File: src/rtl/bcd_sw_pkg.sv
// Shared types and helpers for the BCD stopwatch core: FSM states,
// preset modes and the nibble clamp used when loading presets.
package bcd_sw_pkg;

  typedef enum logic [1:0] {
    IDLE  = 2'd0,
    RUN   = 2'd1,
    PAUSE = 2'd2,
    DONE  = 2'd3
  } sw_state_t;

  typedef enum logic [1:0] {
    MODE_UP0  = 2'd0,
    MODE_UPLD = 2'd1,
    MODE_DN9  = 2'd2,
    MODE_DNLD = 2'd3
  } sw_mode_t;

  // Any nibble outside the decimal range is forced to 9.
  function automatic logic [3:0] bcd_clamp(input logic [3:0] nib);
    return (nib > 4'd9) ? 4'd9 : nib;
  endfunction

endpackage

File: src/rtl/bcd_stopwatch_core_if.sv
// Control, count and display signals of the stopwatch core, bundled so the
// board-level controller (master) and the core (slave) share one port.
interface bcd_stopwatch_core_if #(
  parameter int DIGITS      = 4,
  parameter int LOAD_DIGITS = 2
);
  logic                     reset_req;
  logic                     start_pause;
  logic [1:0]               sel;
  logic [4*LOAD_DIGITS-1:0] load;
  logic                     cnt_tick;
  logic                     scan_tick;
  logic [4*DIGITS-1:0]      count;
  logic                     running;
  logic                     done;
  logic [DIGITS-1:0]        an;
  logic [6:0]               sseg;
  logic                     dp;

  modport master (
    output reset_req, start_pause, sel, load, cnt_tick, scan_tick,
    input  count, running, done, an, sseg, dp
  );

  modport slave (
    input  reset_req, start_pause, sel, load, cnt_tick, scan_tick,
    output count, running, done, an, sseg, dp
  );
endinterface

File: src/rtl/bcd_stopwatch_core_digit_cell.sv
// One BCD digit of the stopwatch counter. Loads a preset, or steps up/down
// when enabled and the lower digits pass a carry/borrow in.
module bcd_digit_cell (
  input  logic       c_clk,
  input  logic       C_clr,
  input  logic       ld,
  input  logic [3:0] ld_val,
  input  logic       en,
  input  logic       up,
  input  logic       cin,
  output logic       cout,
  output logic [3:0] digit,
  output logic       is_9,
  output logic       is_0
);
  assign is_9 = (digit == 4'd9);
  assign is_0 = (digit == 4'd0);
  assign cout = cin & (up ? is_9 : is_0);

  // Digit register: preset load has priority, otherwise wrap within 0..9.
  always_ff @(posedge c_clk or posedge C_clr) begin
    if (C_clr) begin
      digit <= 4'd0;
    end else if (ld) begin
      digit <= ld_val;
    end else if (en && cin) begin
      if (up) begin
        digit <= is_9 ? 4'd0 : digit + 4'd1;
      end else begin
        digit <= is_0 ? 4'd9 : digit - 4'd1;
      end
    end
  end
endmodule

File: src/rtl/bcd_stopwatch_core_hexto7segment.sv
// Hex digit to seven-segment decoder, active-high segments {g..a}.
module hexto7segment (
  input  logic [3:0] hex,
  output logic [6:0] seg
);
  // Segment lookup for all sixteen nibble values.
  always_comb begin
    seg = 7'h00;
    case (hex)
      4'h0: seg = 7'h3F;
      4'h1: seg = 7'h06;
      4'h2: seg = 7'h5B;
      4'h3: seg = 7'h4F;
      4'h4: seg = 7'h66;
      4'h5: seg = 7'h6D;
      4'h6: seg = 7'h7D;
      4'h7: seg = 7'h07;
      4'h8: seg = 7'h7F;
      4'h9: seg = 7'h6F;
      4'hA: seg = 7'h77;
      4'hB: seg = 7'h7C;
      4'hC: seg = 7'h39;
      4'hD: seg = 7'h5E;
      4'hE: seg = 7'h79;
      default: seg = 7'h71;
    endcase
  end
endmodule

File: src/rtl/bcd_stopwatch_core.sv
// N-digit BCD stopwatch/timer: preset modes, run/pause/done FSM with
// terminal-count detection, and a multiplexed active-low display driver.
module bcd_stopwatch_core
  import bcd_sw_pkg::*;
#(
  parameter int DIGITS      = 4,
  parameter int LOAD_DIGITS = 2,
  parameter int DP_POS      = 2
) (
  input logic                 c_clk,
  input logic                 C_clr,
  bcd_stopwatch_core_if.slave bus
);
  localparam int IDX_W = (DIGITS > 1) ? $clog2(DIGITS) : 1;

  sw_state_t           state, state_nxt;
  sw_mode_t            mode_q;
  logic [IDX_W-1:0]    idx;
  logic [4*DIGITS-1:0] preset, count_q, count_v, near_up, near_dn;
  logic [DIGITS:0]     carry;
  logic [DIGITS-1:0]   is_9, is_0;
  logic                up, terminal, will_term, tick_run, step, ld_en;
  logic [3:0]          digit_sel;
  logic [6:0]          seg_on;

  // The chain is rooted at 1, so the top carry is high exactly when the
  // counter already sits at its terminal value and must not step.
  assign carry[0]  = 1'b1;
  assign up        = (mode_q == MODE_UP0) || (mode_q == MODE_UPLD);
  assign terminal  = up ? (&is_9) : (&is_0);
  assign will_term = (count_q == (up ? near_up : near_dn));
  assign tick_run  = (state == RUN) && bus.cnt_tick && !bus.start_pause && !bus.reset_req;
  assign step      = tick_run && !carry[DIGITS];
  assign ld_en     = (state == IDLE);

  // Preset from the live sel/load, plus the one-step-before-terminal patterns.
  always_comb begin
    preset  = '0;
    near_up = '0;
    near_dn = '0;
    for (int i = 0; i < DIGITS; i++) begin
      near_up[4*i +: 4] = (i == 0) ? 4'd8 : 4'd9;
      near_dn[4*i +: 4] = (i == 0) ? 4'd1 : 4'd0;
    end
    case (sw_mode_t'(bus.sel))
      MODE_DN9: begin
        for (int i = 0; i < DIGITS; i++) preset[4*i +: 4] = 4'd9;
      end
      MODE_UPLD, MODE_DNLD: begin
        for (int i = 0; i < LOAD_DIGITS; i++)
          preset[4*(DIGITS-LOAD_DIGITS+i) +: 4] = bcd_clamp(bus.load[4*i +: 4]);
      end
      default: ;
    endcase
  end

  genvar g;
  generate
    for (g = 0; g < DIGITS; g++) begin : g_digit
      bcd_digit_cell u_cell (
        .c_clk  (c_clk),
        .C_clr  (C_clr),
        .ld     (ld_en),
        .ld_val (preset[4*g +: 4]),
        .en     (step),
        .up     (up),
        .cin    (carry[g]),
        .cout   (carry[g+1]),
        .digit  (count_q[4*g +: 4]),
        .is_9   (is_9[g]),
        .is_0   (is_0[g])
      );
    end
  endgenerate

  // FSM state register.
  always_ff @(posedge c_clk or posedge C_clr) begin
    if (C_clr) state <= IDLE;
    else       state <= state_nxt;
  end

  // FSM next state; reset_req overrides everything, DONE is sticky.
  always_comb begin
    state_nxt = state;
    if (bus.reset_req) begin
      state_nxt = IDLE;
    end else begin
      case (state)
        IDLE:    if (bus.start_pause) state_nxt = RUN;
        RUN: begin
          if (bus.start_pause)                          state_nxt = PAUSE;
          else if (bus.cnt_tick && (terminal || will_term)) state_nxt = DONE;
        end
        PAUSE:   if (bus.start_pause) state_nxt = RUN;
        DONE:    state_nxt = DONE;
        default: state_nxt = IDLE;
      endcase
    end
  end

  // FSM outputs; in IDLE the count follows the live preset.
  always_comb begin
    bus.running = (state == RUN);
    bus.done    = (state == DONE);
    count_v     = (state == IDLE) ? preset : count_q;
    bus.count   = count_v;
  end

  // Mode is captured only on the start that leaves IDLE.
  always_ff @(posedge c_clk or posedge C_clr) begin
    if (C_clr) begin
      mode_q <= MODE_UP0;
    end else if ((state == IDLE) && bus.start_pause && !bus.reset_req) begin
      mode_q <= sw_mode_t'(bus.sel);
    end
  end

  // Scan index walks 0, DIGITS-1, ..., 1, 0 on each scan tick.
  always_ff @(posedge c_clk or posedge C_clr) begin
    if (C_clr) begin
      idx <= '0;
    end else if (bus.scan_tick) begin
      idx <= (idx == '0) ? IDX_W'(DIGITS - 1) : idx - 1'b1;
    end
  end

  hexto7segment u_dec (
    .hex (digit_sel),
    .seg (seg_on)
  );

  // Active-low display drive for the selected digit.
  always_comb begin
    digit_sel = count_v[4*idx +: 4];
    bus.an    = ~(DIGITS'(1) << idx);
    bus.sseg  = ~seg_on;
    bus.dp    = (int'(idx) == DP_POS) ? 1'b0 : 1'b1;
  end
endmodule

File: src/flat_wrapper.sv
// flat-port wrapper written by rule: the top's interface ports become plain ports
module bcd_stopwatch_core_flat import bcd_sw_pkg::*;
#(
  parameter int DIGITS      = 4,
  parameter int LOAD_DIGITS = 2,
  parameter int DP_POS      = 2
)
  (c_clk, C_clr, bus_reset_req, bus_start_pause, bus_sel, bus_load, bus_cnt_tick, bus_scan_tick, bus_count, bus_running, bus_done, bus_an, bus_sseg, bus_dp);
  bcd_stopwatch_core_if #(.DIGITS(DIGITS), .LOAD_DIGITS(LOAD_DIGITS)) bus_i ();
  input logic c_clk;
  input logic C_clr;
  input wire logic [$bits(bus_i.reset_req)-1:0] bus_reset_req;
  input wire logic [$bits(bus_i.start_pause)-1:0] bus_start_pause;
  input wire logic [$bits(bus_i.sel)-1:0] bus_sel;
  input wire logic [$bits(bus_i.load)-1:0] bus_load;
  input wire logic [$bits(bus_i.cnt_tick)-1:0] bus_cnt_tick;
  input wire logic [$bits(bus_i.scan_tick)-1:0] bus_scan_tick;
  output wire logic [$bits(bus_i.count)-1:0] bus_count;
  output wire logic [$bits(bus_i.running)-1:0] bus_running;
  output wire logic [$bits(bus_i.done)-1:0] bus_done;
  output wire logic [$bits(bus_i.an)-1:0] bus_an;
  output wire logic [$bits(bus_i.sseg)-1:0] bus_sseg;
  output wire logic [$bits(bus_i.dp)-1:0] bus_dp;
  assign bus_i.reset_req = bus_reset_req;
  assign bus_i.start_pause = bus_start_pause;
  assign bus_i.sel = bus_sel;
  assign bus_i.load = bus_load;
  assign bus_i.cnt_tick = bus_cnt_tick;
  assign bus_i.scan_tick = bus_scan_tick;
  assign bus_count = bus_i.count;
  assign bus_running = bus_i.running;
  assign bus_done = bus_i.done;
  assign bus_an = bus_i.an;
  assign bus_sseg = bus_i.sseg;
  assign bus_dp = bus_i.dp;
  bcd_stopwatch_core #(.DIGITS(DIGITS), .LOAD_DIGITS(LOAD_DIGITS), .DP_POS(DP_POS)) u_core (.c_clk(c_clk), .C_clr(C_clr), .bus(bus_i));
endmodule
File: config.mk
export PLATFORM = sky130hd
export DESIGN_NAME = bcd_stopwatch_core_flat
export DESIGN_NICKNAME = d
export VERILOG_FILES = /design/src/rtl/bcd_sw_pkg.sv /design/src/rtl/bcd_stopwatch_core_if.sv /design/src/rtl/bcd_stopwatch_core_digit_cell.sv /design/src/rtl/bcd_stopwatch_core_hexto7segment.sv /design/src/rtl/bcd_stopwatch_core.sv /design/src/flat_wrapper.sv
export SDC_FILE = /design/constraint.sdc
export NUM_CORES = 1
export LEC_CHECK = 0
export ABC_AREA = 0
export CAP_MARGIN = 30
export CORE_ASPECT_RATIO = 1.5
export CORE_MARGIN = 4
export CORE_UTILIZATION = 48
export DETAILED_ROUTE_END_ITERATION = 6
export PLACE_DENSITY_LB_ADDON = 0.2
export SLEW_MARGIN = 30
export SYNTH_ARGS = -nofsm -noshare
export SYNTH_HDL_FRONTEND = slang
export SYNTH_SLANG_ARGS = --single-unit
File: constraint.sdc
create_clock -name c_clk -period 3.5 [get_ports c_clk]
set_input_delay 0.875 -clock c_clk [delete_from_list [all_inputs] [get_ports c_clk]]
set_output_delay 0.875 -clock c_clk [all_outputs]
set_load 0.03 [all_outputs]
==> summary by stage, run 1 <==
Outcome
The flow ran to the end, but the final reports show violations. The final reports fail on setup timing.

Die
The die covers 6520 um2. The total core area is 5120 um2. The number of primary I/O pins is 46.

The height of the chip is 96.9 um. The starting density of the core is 49.4%. The number of placement rows is 32.

The die boundary width is 67.3 um.

Synth
In this run, synthesis inferred 0 flip-flops with an integrated enable. In the synthesized netlist, the number of instances is 330. In this run the cell area of the synthesized design comes to 2530 um2. In this run, distinct cell masters in the synthesized netlist total 66. The largest total area in the synthesized netlist belongs to dfrtp_1. The flip-flop and latch count after synthesis is 21. The fraction of synthesized cell area taken by the top area cell type is 20.8%. The average instance in the mapped netlist occupies 7.67 um2. Counting every net in the synthesized netlist gives 356.

The top flip-flop cell by instance count after synthesis is dfrtp_1. The fraction of registers with async set/reset is 100%. The post-synthesis sequential area ratio is 20.8%. The yosys synthesis warning count is 0. After synthesis, the cell types taking the most area are dfrtp_1 21%, ha_1 4.9%, mux2i_1 4.7%.

Critical path
STA classifies the critical path startpoint as a primary input. In this run the worst setup path begins at bus_sel[0]. For the worst setup path, the data required time is 2.62 ns. The largest fanout on the critical path is 6. The element type at the critical path end is an output pin. The startpoint of the lowest-slack register-to-register path is u_core.mode_q[1]. The worst setup path category is primary input to output pin.

In this run the register-to-register setup slack is 0.97 ns. The data arrival time of the critical path is 2.86 ns.

Clock tree
The root buffer cell chosen for the clock tree is clkbuf_8. The CTS tree is yes. In this run the number of H-tree levels came out at 1.

In this run, post-CTS hold repair placed 0 buffers. The number of sinks on the clock net is 21. Buffers inserted during clock tree synthesis total 3. The buffer depth of the longest clock path is 2. For the worst-skew pair, the clock arrives at the later sink with an insertion delay of 0.26 ns. The clock transition at the registers of the reported paths is 0.08 ns.

Drt
The via density per instance is 6.00. The first routing iteration left 140 violations. The number of nets with antenna violations after detailed routing is 0. For this run, the detailed router's first-pass iteration total came to 4. The final wirelength is 8570 um. The routed length per placed instance is 18.1 um. The overall via count from detail_route is 2844.

After detailed routing, the number of remaining DRC violations is 0.

STA
Static timing analysis puts the maximum clock frequency at 268 MHz. The ratio of final minimum period to clock period is 107%. The tightest slew margin relative to the limit is 52.0%. The final number of hold-violating endpoints is 0.

Across all setup checks in the final design, the least slack found is -0.234 ns. The slew at the pin closest to its max-slew limit is 0.720 ns. On the final layout, the worst clock skew is 0.00432 ns. Setup repair after global routing could not meet its margin everywhere. The final number of max-transition violations is 0. The routed design could run at a clock period as short as 3.73 ns. Setup violations remaining at the end of the flow were counted as 7.

Run
Across the run, the number of max-cap violations was 0.

Finish
Leaving out fill and tap cells, the most frequent cells in the layout are 56 x buf_4, 29 x nand2_1, 22 x nor2_1, 21 x dfrtp_1, 17 x buf_6. Summing all multi-input logic gate instances after layout gives 2080 um2. The count of nets after finishing is 433.

The area growth from synthesis to layout is 46.8%. 0 antenna diodes ended up in the layout. Once layout is complete, the cells apart from fillers number 474. Measured on the finished design, the core utilization comes to 72.5%.

The filler cell count in the final layout is 374. The proportion of layout cells with a drive suffix above 1 is 33.7%. The area used by sequential logic in the layout is 526 um2. The most common cell after layout, fill and taps aside is buf_4.

Place
The congestion estimate from routability-driven global placement came to 0.882. Timing analysis after detailed placement gives a worst setup slack of -0.698 ns. Port buffering added 45 buffers. The total placed cells including tap cells is 457. Once detailed placement completed, the half-perimeter wirelength came to 5680 um.

Power and ir drop
The worst-case IR drop observed on VDD is 0.279 mV. The analysis attributes to cell leakage a power of 1.63 nW. The areal power density over the cells is 661 nW/um2. The design draws 2.46 mW.

Hold path
The hold path startpoint is u_core.g_digit[0].u_cell.digit[1]. The tightest min-delay check is of the register to register type.

GRT
The overall overflow remaining after global route is 0. The global-route wire length before repair is 12700 um. The global-route total usage across every layer is 24.6%. Entering global routing, the biggest net connects 26 pins. The number of global-route vias before repair is 2584. The number of antenna violations at the first check in global routing is 0.
power by group:
| part | switching, mW | total [mW] | leakage, nW | internal, mW |
|---|---|---|---|---|
| Clock | 0.0839 | 0.165 | 0.0228 | 0.0813 |
| Combinational | 1.02 | 1.93 | 1.35 | 0.914 |
| Sequential | 0.0845 | 0.360 | 0.263 | 0.275 |
metal layers:
| metal | share of wire [%] | wire length [um] | vias up | GRT usage (%) |
|---|---|---|---|---|
| li1 | - | - | 1353 | - |
| met1 | 38 | 3260 | 1356 | 29.8 |
| met2 | 54 | 4600 | 104 | 42.8 |
| met3 | 4.3 | 369 | 31 | 2.90 |
| met4 | 4.0 | 342 | 0 | 9.38 |
| met5 | 0 | 0 | - | 0 |
sequential cells by signal, indices dropped and copies added (netlist names):
signal	cells
u_core.state	2
u_core.idx	2
u_core.g_digit.u_cell.digit	16
u_core.mode_q	1
critical path, cell delays in order:
cell	delay (ns)
buf_8	0.11
buf_4	0.15
buf_4	0.14
and2_1	0.18
o311ai_2	0.32
a32oi_2	0.23
buf_6	0.18
or3_1	0.40
o221a_4	0.14
buf_6	0.14
what timing repair did:
item	in CTS	in global routing
pin swaps	10	17
endpoints found under the setup margin	7	7
endpoints found under the hold margin	0	0
buffers inserted	2	9
gates cloned	0	1
resized for setup	54	46
worst paths after layout:
path                                                endpoint  cells after the start
setup / recovery                                 bus_sseg[0]                     10
hold / removal             u_core.g_digit[0].u_cell.digit[1]                      2
setup reg to reg           u_core.g_digit[2].u_cell.digit[3]                      5
hold reg to reg            u_core.g_digit[0].u_cell.digit[1]                      2
max in group asynchronous                   u_core.mode_q[1]                      3
min in group asynchronous                      u_core.idx[1]                      2
through the flow:
step / setup TNS [ns] / cell area [um2] / hold slack (ns)
floorplan: 0 / 2600 / 0.555
detailed placement: -4.39 / 3300 / 0.647
global route: -1.28 / 3710 / 0.699
CTS: -0.862 / 3490 / 0.658
global placement: -4.17 / 3300 / 0.651
finish: -1.06 / 3710 / 0.663
layout make-up:
cell class | instances | area share (%)
timing repair buffer | 101 | 24.6
tap | 68 | 2.29
sequential | 21 | 14.1
clock buffer | 4 | 1.21
multi-input combinational | 263 | 56.0
inverter | 17 | 1.79
cell families after synthesis:
group           share of synthesized area, %
compound gates                          28.0
xor+xnor                                2.08
fa+ha+maj                               4.95
buf+inv                                 7.37
flops                                   20.8
mux                                     6.97
simple gates                            29.9
synthesized netlist by cell type (3+ instances only):
cell type  count
nand2_1       29
nor2_1        23
clkbuf_1      22
dfrtp_1       21
inv_1         17
o21ai_0       17
nor2b_1       13
a21oi_1       12
and2_1        12
mux2i_1       12
ha_1          10
nand2b_1       9
o22ai_1        9
nand3_1        7
nor3b_1        6
a31oi_1        5
buf_2          5
mux2_2         5
nand3b_1       5
o21a_1         5
a21o_1         4
a22o_1         4
nand4_1        4
o31ai_1        4
xor2_1         4
a211o_1        3
a211oi_1       3
a221oi_1       3
and3b_1        3
nor3_1         3
or3_1          3
Note: power is estimated with default switching activity, not from simulation.
==> inputs of run 2 (changes only) <==
- REMOVE_ABC_BUFFERS: unset -> 1
==> run 2 against run 1 <==
Against the previous run:
- critical path depth increased by 1
- total power decreased by 6.5%
- design area decreased by 2.4%
- final cell count increased by 2.1%
- register-to-register slack got worse by 0.11 ns
- sequential share of layout area increased by 0.34 points
- count of clock-buffer cells in the layout unchanged
- the flow still finishes with violations (setup timing)
- sequential power decreased by 3%
- utilization decreased by 1.7 points
- first-iteration DRC count decreased by 21%
- setup slack got worse by 0.031 ns
==> summary by stage, run 2 (synthesized netlist as in run 1, its figures left out) <==
Clock tree
The level count of the clock H-tree is 1 (unchanged). The number of buffers inserted during clock tree synthesis is 3 (unchanged). The insertion delay of the later-clocked pin in the worst-skew pair was 0.26 ns (about the same). The clock tree root driver cell is clkbuf_8 (unchanged).

The buffer depth of the longest clock path is 2 (unchanged). The number of sinks on the clock net is 21 (unchanged). The CTS tree was yes (unchanged). The clock transition at the registers of the reported paths was 0.08 ns (about the same).

Power and ir drop
The worst supply voltage drop on vdd was 0.272 mV (was 0.279 mV). The overall power came to 2.30 mW (was 2.46 mW). The areal power density over the cells is 633 nW/um2 (was 661 nW/um2). The static power due to leakage is 1.63 nW (about the same).

Place
The number of buffer cells added on primary ports was 45 (unchanged). The global placer's final weighted congestion is 0.849 (was 0.882). The total placed cells including tap cells is 468 (was 457). The cell area after placement came to 3300 um2 (about the same). The half-perimeter wire length after detailed placement is 5680 um (about the same).

STA
The final number of hold-violating endpoints was 0 (unchanged). The slew at the pin closest to its max-slew limit was 0.890 ns (was 0.720 ns). The final hold slack is 0.671 ns (was 0.663 ns).

The final number of max-transition violations is 0 (unchanged). The ratio of final minimum period to clock period is 108% (was 107%). The final setup slack of the worst path is -0.265 ns (was -0.234 ns). The total of endpoints with negative setup slack in the final report is 7 (unchanged). The tightest slew margin relative to the limit came to 40.7% (was 52.0%). The clock period minus worst slack is 3.76 ns (was 3.73 ns). The clock skew after layout is 0.00575 ns (was 0.00432 ns).

RSZ-0062 raised after global routing: yes (unchanged). The maximum achievable frequency was 266 MHz (was 268 MHz).

Outcome
Status: finished, violations left (unchanged). Failing checks: setup timing (unchanged).

GRT
The number of antenna violations at the first check in global routing was 0 (unchanged). The number of global-route vias before repair is 2830 (was 2584). The global-route total usage across every layer is 24.2% (was 24.6%).

The global-route wire length before repair is 12800 um (was 12700 um). The maximum number of pins on one net before global-route repair was 32 (was 26). The overall overflow remaining after global route was 0 (unchanged).

Drt
The routed length per placed instance is 16.3 um (was 18.1 um). The first-pass iteration count of the detailed router is 4 (unchanged). The overall via count from detail_route came to 2825 (was 2844). The via density per instance is 5.84 (was 6.00).

The residual DRC count is 0 (unchanged). The number of nets with antenna violations after detailed routing is 0 (unchanged). The final wirelength is 7900 um (was 8570 um). The DRC violation total after the first TritonRoute iteration is 111 (was 140).

Hold path
The class of the tightest hold or removal check was register to register (unchanged). The hold path startpoint is u_core.g_digit[1].u_cell.digit[1] (was u_core.g_digit[0].u_cell.digit[1]).

Run
The reported max-cap violation count was 0 (unchanged).

Die
The number of placement rows is 32 (unchanged). The number of primary I/O pins is 46 (unchanged). The die boundary width is 67.3 um (unchanged). The height of the chip is 96.9 um (unchanged). The area enclosed by the die boundary is 6520 um2 (unchanged). The total core area is 5120 um2 (unchanged).

The starting density of the core came to 49.4% (unchanged).

Finish
The footprint of the multi-input gates came to 1970 um2 (was 2080 um2). The number of standard cells in the layout, taps in and fillers out is 484 (was 474). The flip-flop count of the largest register, all copies and words added is 16 (unchanged).

The post-route cell area is 3630 um2 (was 3710 um2). Commonest cells after routing, fill and taps aside: 71 x buf_4, 29 x nand2_1, 23 x nor2_1, 21 x dfrtp_1, 16 x clkdlybuf4s50_1 (was 56 x buf_4, 29 x nand2_1, 22 x nor2_1, 21 x dfrtp_1, 17 x buf_6). The area growth from synthesis to layout is 43.4% (was 46.8%). The filler cell count in the final layout came to 418 (was 374). Largest registers: u_core.g_digit.u_cell.digit x16, u_core.idx x2, u_core.state x2 (unchanged). The count of nets after finishing was 443 (was 433). The proportion of layout cells with a drive suffix above 1 is 31.5% (was 33.7%). The register with the most flip-flops is u_core.g_digit.u_cell.digit (unchanged). The most common cell after layout, fill and taps aside was buf_4 (unchanged). The number of antenna diodes came to 0 (unchanged). The area used by sequential logic in the layout is 526 um2 (unchanged).

Critical path
The largest fanout on the critical path is 8 (was 6). The startpoint of the most critical setup path is bus_sel[0] (unchanged). The critical path startpoint category is a primary input (unchanged). The startpoint of the lowest-slack register-to-register path is u_core.mode_q[1] (unchanged).

The worst setup path category is primary input to output pin (unchanged). The required time of the critical path is 2.62 ns (about the same). The element type at the critical path end is an output pin (unchanged). The data arrival time of the critical path is 2.89 ns (was 2.86 ns).
-- run 2: routing by layer --
layer | track usage (%) | share of wire [%] | vias to the layer above
li1 | - | - | 1372
met1 | 27.7 | 38 | 1345
met2 | 44.8 | 54 | 90
met3 | 2.44 | 4.8 | 18
met4 | 7.97 | 2.7 | 0
met5 | 0 | 0 | -
-- run 2: power breakdown --
| part | total [mW] | switching [mW] | leakage (nW) | internal [mW] |
|---|---|---|---|---|
| Sequential | 0.348 | 0.0724 | 0.263 | 0.276 |
| Clock | 0.167 | 0.0856 | 0.0228 | 0.0813 |
| Combinational | 1.78 | 0.926 | 1.34 | 0.856 |
-- run 2: what timing repair did --
| item | in CTS | in global routing |
|---|---|---|
| endpoints found under the setup margin | 7 | 7 |
| hold buffers | 0 | 0 |
| pin swaps | 16 | 12 |
| resized for setup | 74 | 12 |
| setup buffers | 9 | 3 |
-- run 2: critical path, stage by stage --
cell,delay (ns)
buf_6,0.10
buf_6,0.12
nor4b_4,0.13
buf_4,0.13
a22o_1,0.22
a221o_1,0.36
buf_6,0.15
ha_2,0.17
nor2b_1,0.13
o31ai_1,0.28
buf_4,0.23
-- run 2: final timing paths --
path	end	slack [ns]	cells past startpoint
worst max-delay path	bus_sseg[4]	-0.26	11
worst min-delay path	u_core.g_digit[1].u_cell.digit[1]	0.67	2
worst max register to register	u_core.g_digit[2].u_cell.digit[3]	0.86	5
worst min register to register	u_core.g_digit[1].u_cell.digit[1]	0.67	2
max in group asynchronous	u_core.g_digit[3].u_cell.digit[3]	2.13	2
min in group asynchronous	u_core.g_digit[0].u_cell.digit[1]	0.97	2
-- run 2: area by class of cell --
cell class | instances | area share (%)
Sequential cell | 21 | 14.5
Tap cell | 68 | 2.35
Inverter | 17 | 1.90
Clock buffer | 4 | 1.24
Multi-Input combinational cell | 263 | 54.3
Timing Repair Buffer | 111 | 25.7
-- run 2: stage by stage --
stage                     worst slack, ns  utilization (%)  TNS (ns)
after floorplan                    -0.405                -     -1.22
after global placement              -1.02             64.5     -4.81
after detailed placement            -1.06             64.5     -5.08
after CTS                          -0.217             69.4     -1.05
after global routing               -0.309             70.8     -1.41
final                              -0.265             70.8     -1.13
